--- config.mk ---
export PLATFORM = sky130hd
export DESIGN_NAME = ps2_mouse_packet_rx_flat
export DESIGN_NICKNAME = d
export VERILOG_FILES = /design/src/rtl/ps2_mouse_packet_rx_if.sv /design/src/rtl/ps2_mouse_packet_rx.sv /design/src/flat_wrapper.sv
export SDC_FILE = /design/constraint.sdc
export NUM_CORES = 1
export LEC_CHECK = 0
export ABC_AREA = 1
export BUFFER_PORTS_ARGS = -buffer_cell sky130_fd_sc_hd__buf_4
export CORE_MARGIN = 5
export CORE_UTILIZATION = 45
export CTS_BUF_LIST = sky130_fd_sc_hd__clkbuf_8
export CTS_CLUSTER_SIZE = 20
export DETAILED_ROUTE_END_ITERATION = 8
export GPL_ROUTABILITY_DRIVEN = 0
export GPL_TIMING_DRIVEN = 1
export HOLD_SLACK_MARGIN = 0.03
export SLEW_MARGIN = 20
export SYNTH_ARGS = -nofsm -noshare
export SYNTH_HDL_FRONTEND = slang
export SYNTH_SLANG_ARGS = --single-unit
--- constraint.sdc ---
create_clock -name CLK -period 5.3 [get_ports CLK]
set_clock_uncertainty 0.05 [all_clocks]
set_input_delay 0.53 -clock CLK [delete_from_list [all_inputs] [get_ports CLK]]
set_output_delay 0.53 -clock CLK [all_outputs]
set_load 0.05 [all_outputs]
--- src/rtl/ps2_mouse_packet_rx_if.sv ---
// ps2_mouse_packet_rx_if
//   Control and result bus of the host-side PS/2 mouse receiver.
//   rx_en      : receive enable (from the host transmitter's tx_idle)
//   byte_valid : 1-cycle pulse, byte_data holds a good frame payload
//   byte_data  : last good received byte
//   frame_err  : 1-cycle pulse on parity/start/stop/timeout error
//   pkt_valid  : 1-cycle pulse, packet fields below were updated
//   buttons    : {middle,right,left}
//   dx, dy     : 9-bit two's complement movement
//   x_ovf/y_ovf: overflow flags from byte 0
//   dz         : wheel movement, present only when PS2_WHEEL_EN is defined
//   master : receiver side, slave : consumer side
interface ps2_mouse_packet_rx_if;
  logic       rx_en;
  logic       byte_valid;
  logic [7:0] byte_data;
  logic       frame_err;
  logic       pkt_valid;
  logic [2:0] buttons;
  logic [8:0] dx;
  logic [8:0] dy;
  logic       x_ovf;
  logic       y_ovf;
`ifdef PS2_WHEEL_EN
  logic [3:0] dz;
`endif

  modport master (
    input  rx_en,
    output byte_valid, byte_data, frame_err, pkt_valid,
           buttons, dx, dy, x_ovf, y_ovf
`ifdef PS2_WHEEL_EN
    , output dz
`endif
  );

  modport slave (
    output rx_en,
    input  byte_valid, byte_data, frame_err, pkt_valid,
           buttons, dx, dy, x_ovf, y_ovf
`ifdef PS2_WHEEL_EN
    , input dz
`endif
  );
endinterface

--- src/rtl/ps2_mouse_packet_rx.sv ---
// ps2_mouse_packet_rx
//   Host-side PS/2 receive stage. Synchronizes and debounces PS2CLK, shifts
//   11-bit device-to-host frames (start, 8 data LSB first, odd parity, stop),
//   and assembles mouse packets into buttons/dx/dy/overflow outputs.
//   Optional build macro PS2_WHEEL_EN: 4-byte IntelliMouse packets, adds dz.
// Ports
//   CLK     : system clock, rising edge
//   RST     : asynchronous active-low reset
//   PS2CLK  : PS/2 clock line (asynchronous input)
//   PS2DATA : PS/2 data line
//   bus     : ps2_mouse_packet_rx_if.master (rx_en in, results out)
// Parameters
//   FILTER_LEN  : consecutive equal samples to accept a PS2CLK change (2..16)
//   TIMEOUT_CYC : idle CLK cycles inside a frame before it is aborted
module ps2_mouse_packet_rx #(
  parameter int unsigned FILTER_LEN  = 8,
  parameter int unsigned TIMEOUT_CYC = 100000
) (
  input  logic                   CLK,
  input  logic                   RST,
  input  logic                   PS2CLK,
  input  logic                   PS2DATA,
  ps2_mouse_packet_rx_if.master  bus
);
  localparam int unsigned FCW = (FILTER_LEN > 1) ? $clog2(FILTER_LEN) : 1;
  localparam int unsigned TCW = $clog2(TIMEOUT_CYC);
`ifdef PS2_WHEEL_EN
  localparam logic [1:0] LAST_IDX = 2'd3;
`else
  localparam logic [1:0] LAST_IDX = 2'd2;
`endif

  typedef enum logic [1:0] {IDLE, DATA, PARITY, STOP} state_e;

  logic           clk_s1_q, clk_s1_d, clk_s2_q, clk_s2_d;
  logic           dat_s1_q, dat_s1_d, dat_s2_q, dat_s2_d;
  logic           filt_q, filt_d;
  logic [FCW-1:0] fcnt_q, fcnt_d;
  logic           strobe;
  state_e         state_q, state_d;
  logic [2:0]     bit_q, bit_d;
  logic [7:0]     shift_q, shift_d;
  logic           par_q, par_d;
  logic [TCW-1:0] tcnt_q, tcnt_d;
  logic           byte_valid_q, byte_valid_d;
  logic [7:0]     byte_data_q, byte_data_d;
  logic           frame_err_q, frame_err_d;
  logic [1:0]     idx_q, idx_d;
  logic [7:0]     b0_q, b0_d, bx_q, bx_d;
  logic           pkt_valid_q, pkt_valid_d;
  logic [2:0]     buttons_q, buttons_d;
  logic [8:0]     dx_q, dx_d, dy_q, dy_d;
  logic           x_ovf_q, x_ovf_d, y_ovf_q, y_ovf_d;
  logic [7:0]     ybyte;
`ifdef PS2_WHEEL_EN
  logic [7:0]     by_q, by_d;
  logic [3:0]     dz_q, dz_d;
`endif

  always_comb begin
    clk_s1_d = PS2CLK;
    clk_s2_d = clk_s1_q;
    dat_s1_d = PS2DATA;
    dat_s2_d = dat_s1_q;

    // A level change is accepted on the FILTER_LEN-th consecutive differing
    // sample; the strobe fires in that same cycle for a 1->0 change only.
    filt_d = filt_q;
    fcnt_d = '0;
    strobe = 1'b0;
    if (clk_s2_q != filt_q) begin
      if (fcnt_q == FCW'(FILTER_LEN - 1)) begin
        filt_d = clk_s2_q;
        strobe = filt_q;
      end else begin
        fcnt_d = fcnt_q + 1'b1;
      end
    end

    state_d      = state_q;
    bit_d        = bit_q;
    shift_d      = shift_q;
    par_d        = par_q;
    tcnt_d       = tcnt_q;
    byte_valid_d = 1'b0;
    byte_data_d  = byte_data_q;
    frame_err_d  = 1'b0;
    if (!bus.rx_en) begin
      state_d = IDLE;
      tcnt_d  = '0;
    end else begin
      if (state_q == IDLE || strobe) tcnt_d = '0;
      else                           tcnt_d = tcnt_q + 1'b1;
      if (strobe) begin
        case (state_q)
          IDLE: if (!dat_s2_q) begin
            state_d = DATA;
            bit_d   = '0;
          end
          DATA: begin
            shift_d = {dat_s2_q, shift_q[7:1]};
            bit_d   = bit_q + 1'b1;
            if (bit_q == 3'd7) state_d = PARITY;
          end
          PARITY: begin
            par_d   = dat_s2_q;
            state_d = STOP;
          end
          default: begin
            state_d = IDLE;
            if ((^{shift_q, par_q}) && dat_s2_q) begin
              byte_valid_d = 1'b1;
              byte_data_d  = shift_q;
            end else begin
              frame_err_d = 1'b1;
            end
          end
        endcase
      end else if (state_q != IDLE && tcnt_d == TCW'(TIMEOUT_CYC - 1)) begin
        frame_err_d = 1'b1;
        state_d     = IDLE;
      end
    end

    idx_d       = idx_q;
    b0_d        = b0_q;
    bx_d        = bx_q;
    pkt_valid_d = 1'b0;
    buttons_d   = buttons_q;
    dx_d        = dx_q;
    dy_d        = dy_q;
    x_ovf_d     = x_ovf_q;
    y_ovf_d     = y_ovf_q;
`ifdef PS2_WHEEL_EN
    by_d  = by_q;
    dz_d  = dz_q;
    ybyte = by_q;
`else
    ybyte = byte_data_q;
`endif
    if (!bus.rx_en || frame_err_q) begin
      idx_d = '0;
    end else if (byte_valid_q) begin
      if (idx_q == 2'd0) begin
        // Bit 3 of byte 0 is always set; anything else is a resync drop.
        if (byte_data_q[3]) begin
          b0_d  = byte_data_q;
          idx_d = 2'd1;
        end
      end else if (idx_q == LAST_IDX) begin
        buttons_d   = b0_q[2:0];
        dx_d        = {b0_q[4], bx_q};
        dy_d        = {b0_q[5], ybyte};
        x_ovf_d     = b0_q[6];
        y_ovf_d     = b0_q[7];
`ifdef PS2_WHEEL_EN
        dz_d        = byte_data_q[3:0];
`endif
        pkt_valid_d = 1'b1;
        idx_d       = '0;
      end else if (idx_q == 2'd1) begin
        bx_d  = byte_data_q;
        idx_d = 2'd2;
      end else begin
`ifdef PS2_WHEEL_EN
        by_d  = byte_data_q;
        idx_d = 2'd3;
`else
        idx_d = '0;
`endif
      end
    end
  end

  always_ff @(posedge CLK or negedge RST) begin
    if (!RST) begin
      clk_s1_q     <= 1'b1;
      clk_s2_q     <= 1'b1;
      dat_s1_q     <= 1'b1;
      dat_s2_q     <= 1'b1;
      filt_q       <= 1'b1;
      fcnt_q       <= '0;
      state_q      <= IDLE;
      bit_q        <= '0;
      shift_q      <= '0;
      par_q        <= 1'b0;
      tcnt_q       <= '0;
      byte_valid_q <= 1'b0;
      byte_data_q  <= '0;
      frame_err_q  <= 1'b0;
      idx_q        <= '0;
      b0_q         <= '0;
      bx_q         <= '0;
      pkt_valid_q  <= 1'b0;
      buttons_q    <= '0;
      dx_q         <= '0;
      dy_q         <= '0;
      x_ovf_q      <= 1'b0;
      y_ovf_q      <= 1'b0;
`ifdef PS2_WHEEL_EN
      by_q         <= '0;
      dz_q         <= '0;
`endif
    end else begin
      clk_s1_q     <= clk_s1_d;
      clk_s2_q     <= clk_s2_d;
      dat_s1_q     <= dat_s1_d;
      dat_s2_q     <= dat_s2_d;
      filt_q       <= filt_d;
      fcnt_q       <= fcnt_d;
      state_q      <= state_d;
      bit_q        <= bit_d;
      shift_q      <= shift_d;
      par_q        <= par_d;
      tcnt_q       <= tcnt_d;
      byte_valid_q <= byte_valid_d;
      byte_data_q  <= byte_data_d;
      frame_err_q  <= frame_err_d;
      idx_q        <= idx_d;
      b0_q         <= b0_d;
      bx_q         <= bx_d;
      pkt_valid_q  <= pkt_valid_d;
      buttons_q    <= buttons_d;
      dx_q         <= dx_d;
      dy_q         <= dy_d;
      x_ovf_q      <= x_ovf_d;
      y_ovf_q      <= y_ovf_d;
`ifdef PS2_WHEEL_EN
      by_q         <= by_d;
      dz_q         <= dz_d;
`endif
    end
  end

  assign bus.byte_valid = byte_valid_q;
  assign bus.byte_data  = byte_data_q;
  assign bus.frame_err  = frame_err_q;
  assign bus.pkt_valid  = pkt_valid_q;
  assign bus.buttons    = buttons_q;
  assign bus.dx         = dx_q;
  assign bus.dy         = dy_q;
  assign bus.x_ovf      = x_ovf_q;
  assign bus.y_ovf      = y_ovf_q;
`ifdef PS2_WHEEL_EN
  assign bus.dz         = dz_q;
`endif
endmodule

--- src/flat_wrapper.sv ---
// flat-port wrapper written by rule: the top's interface ports become plain ports
module ps2_mouse_packet_rx_flat 
#(
  parameter int unsigned FILTER_LEN  = 8,
  parameter int unsigned TIMEOUT_CYC = 100000
)
  (CLK, RST, PS2CLK, PS2DATA, bus_rx_en, bus_byte_valid, bus_byte_data, bus_frame_err, bus_pkt_valid, bus_buttons, bus_dx, bus_dy, bus_x_ovf, bus_y_ovf);
  ps2_mouse_packet_rx_if bus_i ();
  input  logic CLK;
  input  logic RST;
  input  logic PS2CLK;
  input  logic PS2DATA;
  input wire logic [$bits(bus_i.rx_en)-1:0] bus_rx_en;
  output wire logic [$bits(bus_i.byte_valid)-1:0] bus_byte_valid;
  output wire logic [$bits(bus_i.byte_data)-1:0] bus_byte_data;
  output wire logic [$bits(bus_i.frame_err)-1:0] bus_frame_err;
  output wire logic [$bits(bus_i.pkt_valid)-1:0] bus_pkt_valid;
  output wire logic [$bits(bus_i.buttons)-1:0] bus_buttons;
  output wire logic [$bits(bus_i.dx)-1:0] bus_dx;
  output wire logic [$bits(bus_i.dy)-1:0] bus_dy;
  output wire logic [$bits(bus_i.x_ovf)-1:0] bus_x_ovf;
  output wire logic [$bits(bus_i.y_ovf)-1:0] bus_y_ovf;
  assign bus_i.rx_en = bus_rx_en;
  assign bus_byte_valid = bus_i.byte_valid;
  assign bus_byte_data = bus_i.byte_data;
  assign bus_frame_err = bus_i.frame_err;
  assign bus_pkt_valid = bus_i.pkt_valid;
  assign bus_buttons = bus_i.buttons;
  assign bus_dx = bus_i.dx;
  assign bus_dy = bus_i.dy;
  assign bus_x_ovf = bus_i.x_ovf;
  assign bus_y_ovf = bus_i.y_ovf;
  ps2_mouse_packet_rx #(.FILTER_LEN(FILTER_LEN), .TIMEOUT_CYC(TIMEOUT_CYC)) u_core (.CLK(CLK), .RST(RST), .PS2CLK(PS2CLK), .PS2DATA(PS2DATA), .bus(bus_i));
endmodule
### After elaboration in Yosys (flattened, before gate mapping)

Cells that the tools add are included.

| cells by class | value |
|---|---|
| shifts and indexed selects | 0 |
| reductions and logical operators | 22 |
| bitwise gates (word level) | 4 |
| div/mod/pow operators | 0 |
| muxes and demuxes | 34 |
| multipliers | 0 |
| magnitude comparators | 0 |
| add/subtract/negate cells | 3 |
| eq/ne operators | 13 |

Operators by type and width:

| operator | number |
|---|---|
| two-way mux 17 bit | 3 |
| two-way mux 2 bit | 11 |
| adder 17 x 1 -> 17 bit (second input constant) | 1 |
| equality test 17 bit (second input constant) | 1 |
| AND reduction 4 bit | 4 |
| two-way mux 1 bit | 15 |
| two-way mux 3 bit | 3 |
| AND reduction 3 bit | 3 |
| parity 9 bit | 1 |
| inequality test 4 bit (second input constant) | 2 |
| adder 3 x 1 -> 3 bit (second input constant) | 2 |
| equality test 3 bit (second input constant) | 2 |
| inequality test 3 x 1 -> 1 bit (second input constant) | 2 |
| one-hot mux 2 bit (3 select lines) | 1 |
| one-hot mux 3 bit (2 select lines) | 1 |
| nonzero test 2 bit | 3 |
| AND reduction 5 bit | 1 |
| equality test 2 x 1 -> 1 bit (second input constant) | 2 |
| equality test 2 bit (second input constant) | 2 |
| zero test 2 bit | 2 |
| NOT 1 bit | 4 |
| AND reduction 2 bit | 2 |
| OR reduction 3 bit | 1 |
| logical AND 1 bit | 2 |
| 4 further kinds | 5 |

| storage, ports and cells | value |
|---|---|
| bits in read-only memories | 0 |
| latch bits | 0 |
| word-level logic and storage cells | 99 |
| input bits | 5 |
| output and inout bits | 34 |
| RAM bits | 0 |
| memories kept | 0 |
| bits in registers | 91 |

### Logic depth before layout (Yosys ltp)

| depth | value |
|---|---|
| depth after elaboration | 11 |
| mapped depth | 18 |
| gate-level depth less buffers | 18 |

### Least setup slack after synthesis

Ideal clock, no wire load.

| path | value |
|---|---|
| path kind | reg2reg |
| start | register u_core.fcnt_q[0] |
| end | register u_core.state_q[0] |
| library setup time | 118 ps |
| setup slack | 3,322 ps |
| data required time | 5,132 ps |
| arrival time | 1,810 ps |
| path buffers | 1 |
| cell stages (with the launch flop) | 18 |
| clock period less this slack | 1,978 ps |
| cells stage by stage | dfrtp_1 -> ha_1 -> ha_1 -> inv_2 -> nor2_4 -> nand2_4 -> nand2_4 -> inv_2 -> buf_6 -> nand3_1 -> nor2_1 -> nand2_1 -> nor2_1 -> nand2_1 -> nand2_2 -> nand2_2 -> nand3_1 -> nand2_1 |

| between the ends | value |
|---|---|
| longest elaborated chain between the ends | 10 |
| elaborated cells between the ends (all ways) | 14 |
| those cells by class | 5 x eq/ne; 6 x mux; 3 x reduce/logical |

Ends and longest elaborated chain:

| what | line | RTL |
|---|---|---|
| start, declared | ps2_mouse_packet_rx.sv:38 | `logic [FCW-1:0] fcnt_q, fcnt_d;` |
| start signal, assigned | ps2_mouse_packet_rx.sv:210 | `fcnt_q <= fcnt_d;` |
| equality test 3 bit (*) | ps2_mouse_packet_rx.sv:72 | `if (fcnt_q == FCW'(FILTER_LEN - 1)) begin` |
| two-way mux 1 bit (*) | ps2_mouse_packet_rx.sv:72 |  |
| two-way mux 1 bit (*) | ps2_mouse_packet_rx.sv:71 | `if (clk_s2_q != filt_q) begin` |
| logical OR 1 bit | ps2_mouse_packet_rx.sv:92 | `if (state_q == IDLE \|\| strobe) tcnt_d = '0;` |
| two-way mux 17 bit | ps2_mouse_packet_rx.sv:92 |  |
| two-way mux 17 bit | ps2_mouse_packet_rx.sv:88 | `if (!bus.rx_en) begin` |
| equality test 17 bit | ps2_mouse_packet_rx.sv:119 | `end else if (state_q != IDLE && tcnt_d == TCW'(TIMEOUT_CYC - 1)) begin` |
| logical AND 1 bit | ps2_mouse_packet_rx.sv:119 |  |
| inequality test 3 x 1 -> 1 bit (no source line) | -- |  |
| AND reduction 3 bit (no source line) | -- |  |
| end signal, assigned | ps2_mouse_packet_rx.sv:211 | `state_q <= state_d;` |
| end, declared | ps2_mouse_packet_rx.sv:40 | `state_e state_q, state_d;` |

Every way passes the cells marked *; elsewhere a longest branch is shown, timed or not. The select of a mux whose other input is x is not followed.
A chain may end at the register's enable or synchronous reset.

### Worst setup path after layout

Ends and elaborated chain as after synthesis.

==> impl_metrics.tcl <==
set metrics [dict create \
    grt_pass1_wl_um 13720 \
    drive_gt1_share_pct 21.41 \
    rsz0062_at_grt "false" \
    ys_seq_area_share_pct 55.68 \
    synth_warnings 0 \
    path_clk_slew_ps 90 \
    whs_ps 229.1 \
    cp_common_cell "nand2_1" \
    synth_top_family_by_area "simple AND/OR/NAND/NOR gates" \
    viasPerCell 4.971 \
    place_area_um2 4441 \
    arrival_ps 2460 \
    crit_slowest_cell "dfrtp_1" \
    final_util_pct 52.90 \
    antenna_cells 0 \
    hp-class "in -> reg" \
    drc_errors 0 \
    mostFrequentLayoutCells "nand2_1 (88), dfrtp_1 (85), nor2_1 (59), inv_1 (48), buf_4 (40)" \
    cp_data_required_time_ps 5500 \
    fill_cells 816 \
    cts_resized 0 \
    final_common_cell "nand2_1" \
    min_period_over_period_pct 42.62 \
    grt_overflow 0 \
    synth_edf_count 0 \
    cp-end-kind "flip-flop" \
    die_w_um 104.9 \
    cts_buffers 9 \
    synthMuxAreaShare_pct 4.164 \
    tightest_slew_ps 967.8 \
    die_area_um2 11010 \
    synth.ff_latch_count 90 \
    clock_path_buffers 2 \
    htree_levels 3 \
    clkLatencyLatePin_ps 360 \
    finalHoldViolCount 0 \
    cts_tree "yes" \
    synth_xor_area_share_pct 1.511 \
    power.leakage_nw 2.275 \
    totalNegativeSetupSlack_ps 0 \
    postSynthCellCount 433 \
    path_delay_family "simple AND/OR/NAND/NOR gates" \
    final_nets 491 \
    min_period_ps 2259 \
    wl_per_cell_um 13.39 \
    worstPathMaxFanout 12 \
    dp_hpwl_um 5713 \
    worstPathCellList "ha_1 > ha_1 > inv_2 > nor2_4 > nand2_4 > nand2_4 > inv_2 > nand2_1 > nor2_1 > nand2_1 > nor2_1 > nand2_1 > nor2_1 > nand2_1 > nand2_2 > nand2_2 > nand3_1 > nand2_1" \
    synthDistinctLibCells 32 \
    relSlewSlack_pct 35.13 \
    internal-power_w 0.0009153 \
    final_cell_area_um2 4636 \
    swShare_pct 25.32 \
    coreArea_um2 8763 \
    synth-simple-area-share_pct 21.41 \
    start_util_pct 46.29 \
    max_cap_viol_count 0 \
    reg2reg_slack_ps 3040 \
    crit_type "reg -> reg" \
    combPwrFrac_pct 5.1 \
    cts_sinks 90 \
    critPathBufInv 2 \
    die_y_um 104.9 \
    grt_usage_pct 15.18 \
    power_switching_w 0.0003103 \
    fmax_mhz 442.7 \
    seqPwrFrac_pct 58.4 \
    syn_nets 448 \
    p_per_area_nw_per_um2 264.4 \
    slowest_delay_ps 390 \
    syn-mean-instance-area_um2 9.368 \
    drt-total-wl_um 7887 \
    port_buffers 38 \
    cts-root-buf "clkbuf_8" \
    fp-row-count 34 \
    cp-start-kind "flip-flop" \
    drt-pass1-iter-count 4 \
    synth-adder-area-share_pct 3.085 \
    area_growth_pct 14.28 \
    drt_iter0_markers 124 \
    grt_pass1_vias 2865 \
    maxSlewViolCount 0 \
    synth_compound_area_share_pct 7.927 \
    postCtsHoldBufs 1 \
    antenna_found_initial 0 \
    setup_viol 0 \
    synthFlopType "dfrtp_1" \
    clkPwrFrac_pct 36.4 \
    grt_max_degree 67 \
    io_pins 39 \
    ant_nets 0 \
    netlist_area_um2 4056 \
    postCtsSetupBuffers 0 \
    async_flop_share_pct 100.0 \
    irDropWorstVdd_uv 137.4 \
    outcome "complete, no violations" \
    num_vias 2928 \
]
-- flip-flops by register name, summed over array words and instances (netlist names), 2 cells and up --
signal / flops
u_core.bus.dy: 9
u_core.b0_q: 7
u_core.bx_q: 8
u_core.fcnt_q: 3
u_core.state_q: 2
u_core.shift_q: 8
u_core.bit_q: 3
u_core.bus.dx: 9
u_core.idx_q: 2
u_core.bus.buttons: 3
u_core.tcnt_q: 17
u_core.bus.byte_data: 8
-- layout make-up --
cell class | count | area [µm²] | share of cell area, %
timing repair buffer | 41 | 310.3 | 6.694
tap | 108 | 135.1 | 2.915
multi-input combinational | 282 | 1551 | 33.47
clock buffer | 10 | 137.6 | 2.969
clock inverter | 6 | 47.55 | 1.026
sequential | 90 | 2258 | 48.72
inverter | 52 | 195.2 | 4.211
-- power by group through the flow --
stage / Combinational [W] / Clock, W / Sequential [W]
global route: 0.0000760 / 0.000484 / 0.000719
finish: 0.0000630 / 0.000446 / 0.000716
global placement: 0.0000629 / 0 / 0.000729
detailed placement: 0.0000651 / 0 / 0.000731
CTS: 0.0000662 / 0.000461 / 0.000717
floorplan: 0.0000381 / 0 / 0.000728
-- cell families after synthesis --
kind of cell | after synthesis
xor+xnor | 7
compound gates | 55
simple gates | 195
flops | 90
buf+inv | 61
fa+ha+maj | 10
mux | 15
-- metrics by stage --
step                instances  total power (W)  setup slack (ps)
floorplan                 433        0.0007661              3322
CTS                       589         0.001244              3013
global placement          572        0.0007922              3085
detailed placement        572        0.0007957              3018
finish                    589         0.001226              3041
global route              589         0.001279              2695
-- layer usage --
layer | vias up | track usage, % | part of all wire, %
met3 | 10 | 3.329 | 3.4
met5 | - | 0 | 0
met4 | 0 | 4.749 | 1.2
met1 | 1402 | 21.25 | 49
li1 | 1471 | - | -
met2 | 45 | 23.70 | 46
-- synthesized netlist by cell type (2+ instances only) --
master / n / area, µm²
buf_4: 2 / 15.01
xnor2_1: 4 / 35.03
nand2_1: 88 / 330.3
xor2_1: 3 / 26.28
nand2_4: 2 / 22.52
buf_6: 2 / 22.52
inv_2: 4 / 15.01
nor3_2: 2 / 20.02
nor3_1: 9 / 45.04
dfstp_2: 5 / 131.4
a21oi_1: 11 / 55.05
clkbuf_1: 4 / 15.01
ha_1: 10 / 125.1
mux2_2: 15 / 168.9
o21ai_0: 31 / 155.2
inv_1: 48 / 180.2
nand3_1: 17 / 85.08
dfrtp_1: 85 / 2127
nand2_2: 3 / 18.77
nor2_1: 59 / 221.5
nand4_1: 6 / 37.54
a32o_1: 2 / 20.02
o21ai_2: 8 / 70.07
nand3_2: 4 / 40.04
nor2_2: 2 / 12.51
-- final timing paths --
check | startpoint | end | cells past startpoint
max | u_core.fcnt_q[0] | u_core.state_q[0] | 18
min | PS2CLK | u_core.clk_s1_q | 1
max reg2reg | u_core.fcnt_q[0] | u_core.state_q[0] | 18
min reg2reg | u_core.clk_s1_q | u_core.clk_s2_q | 0
max in group asynchronous | RST | u_core.bit_q[2] | 3
min in group asynchronous | RST | u_core.bus.dx[5] | 2
No activity file was read; power rests on OpenSTA's default activity.
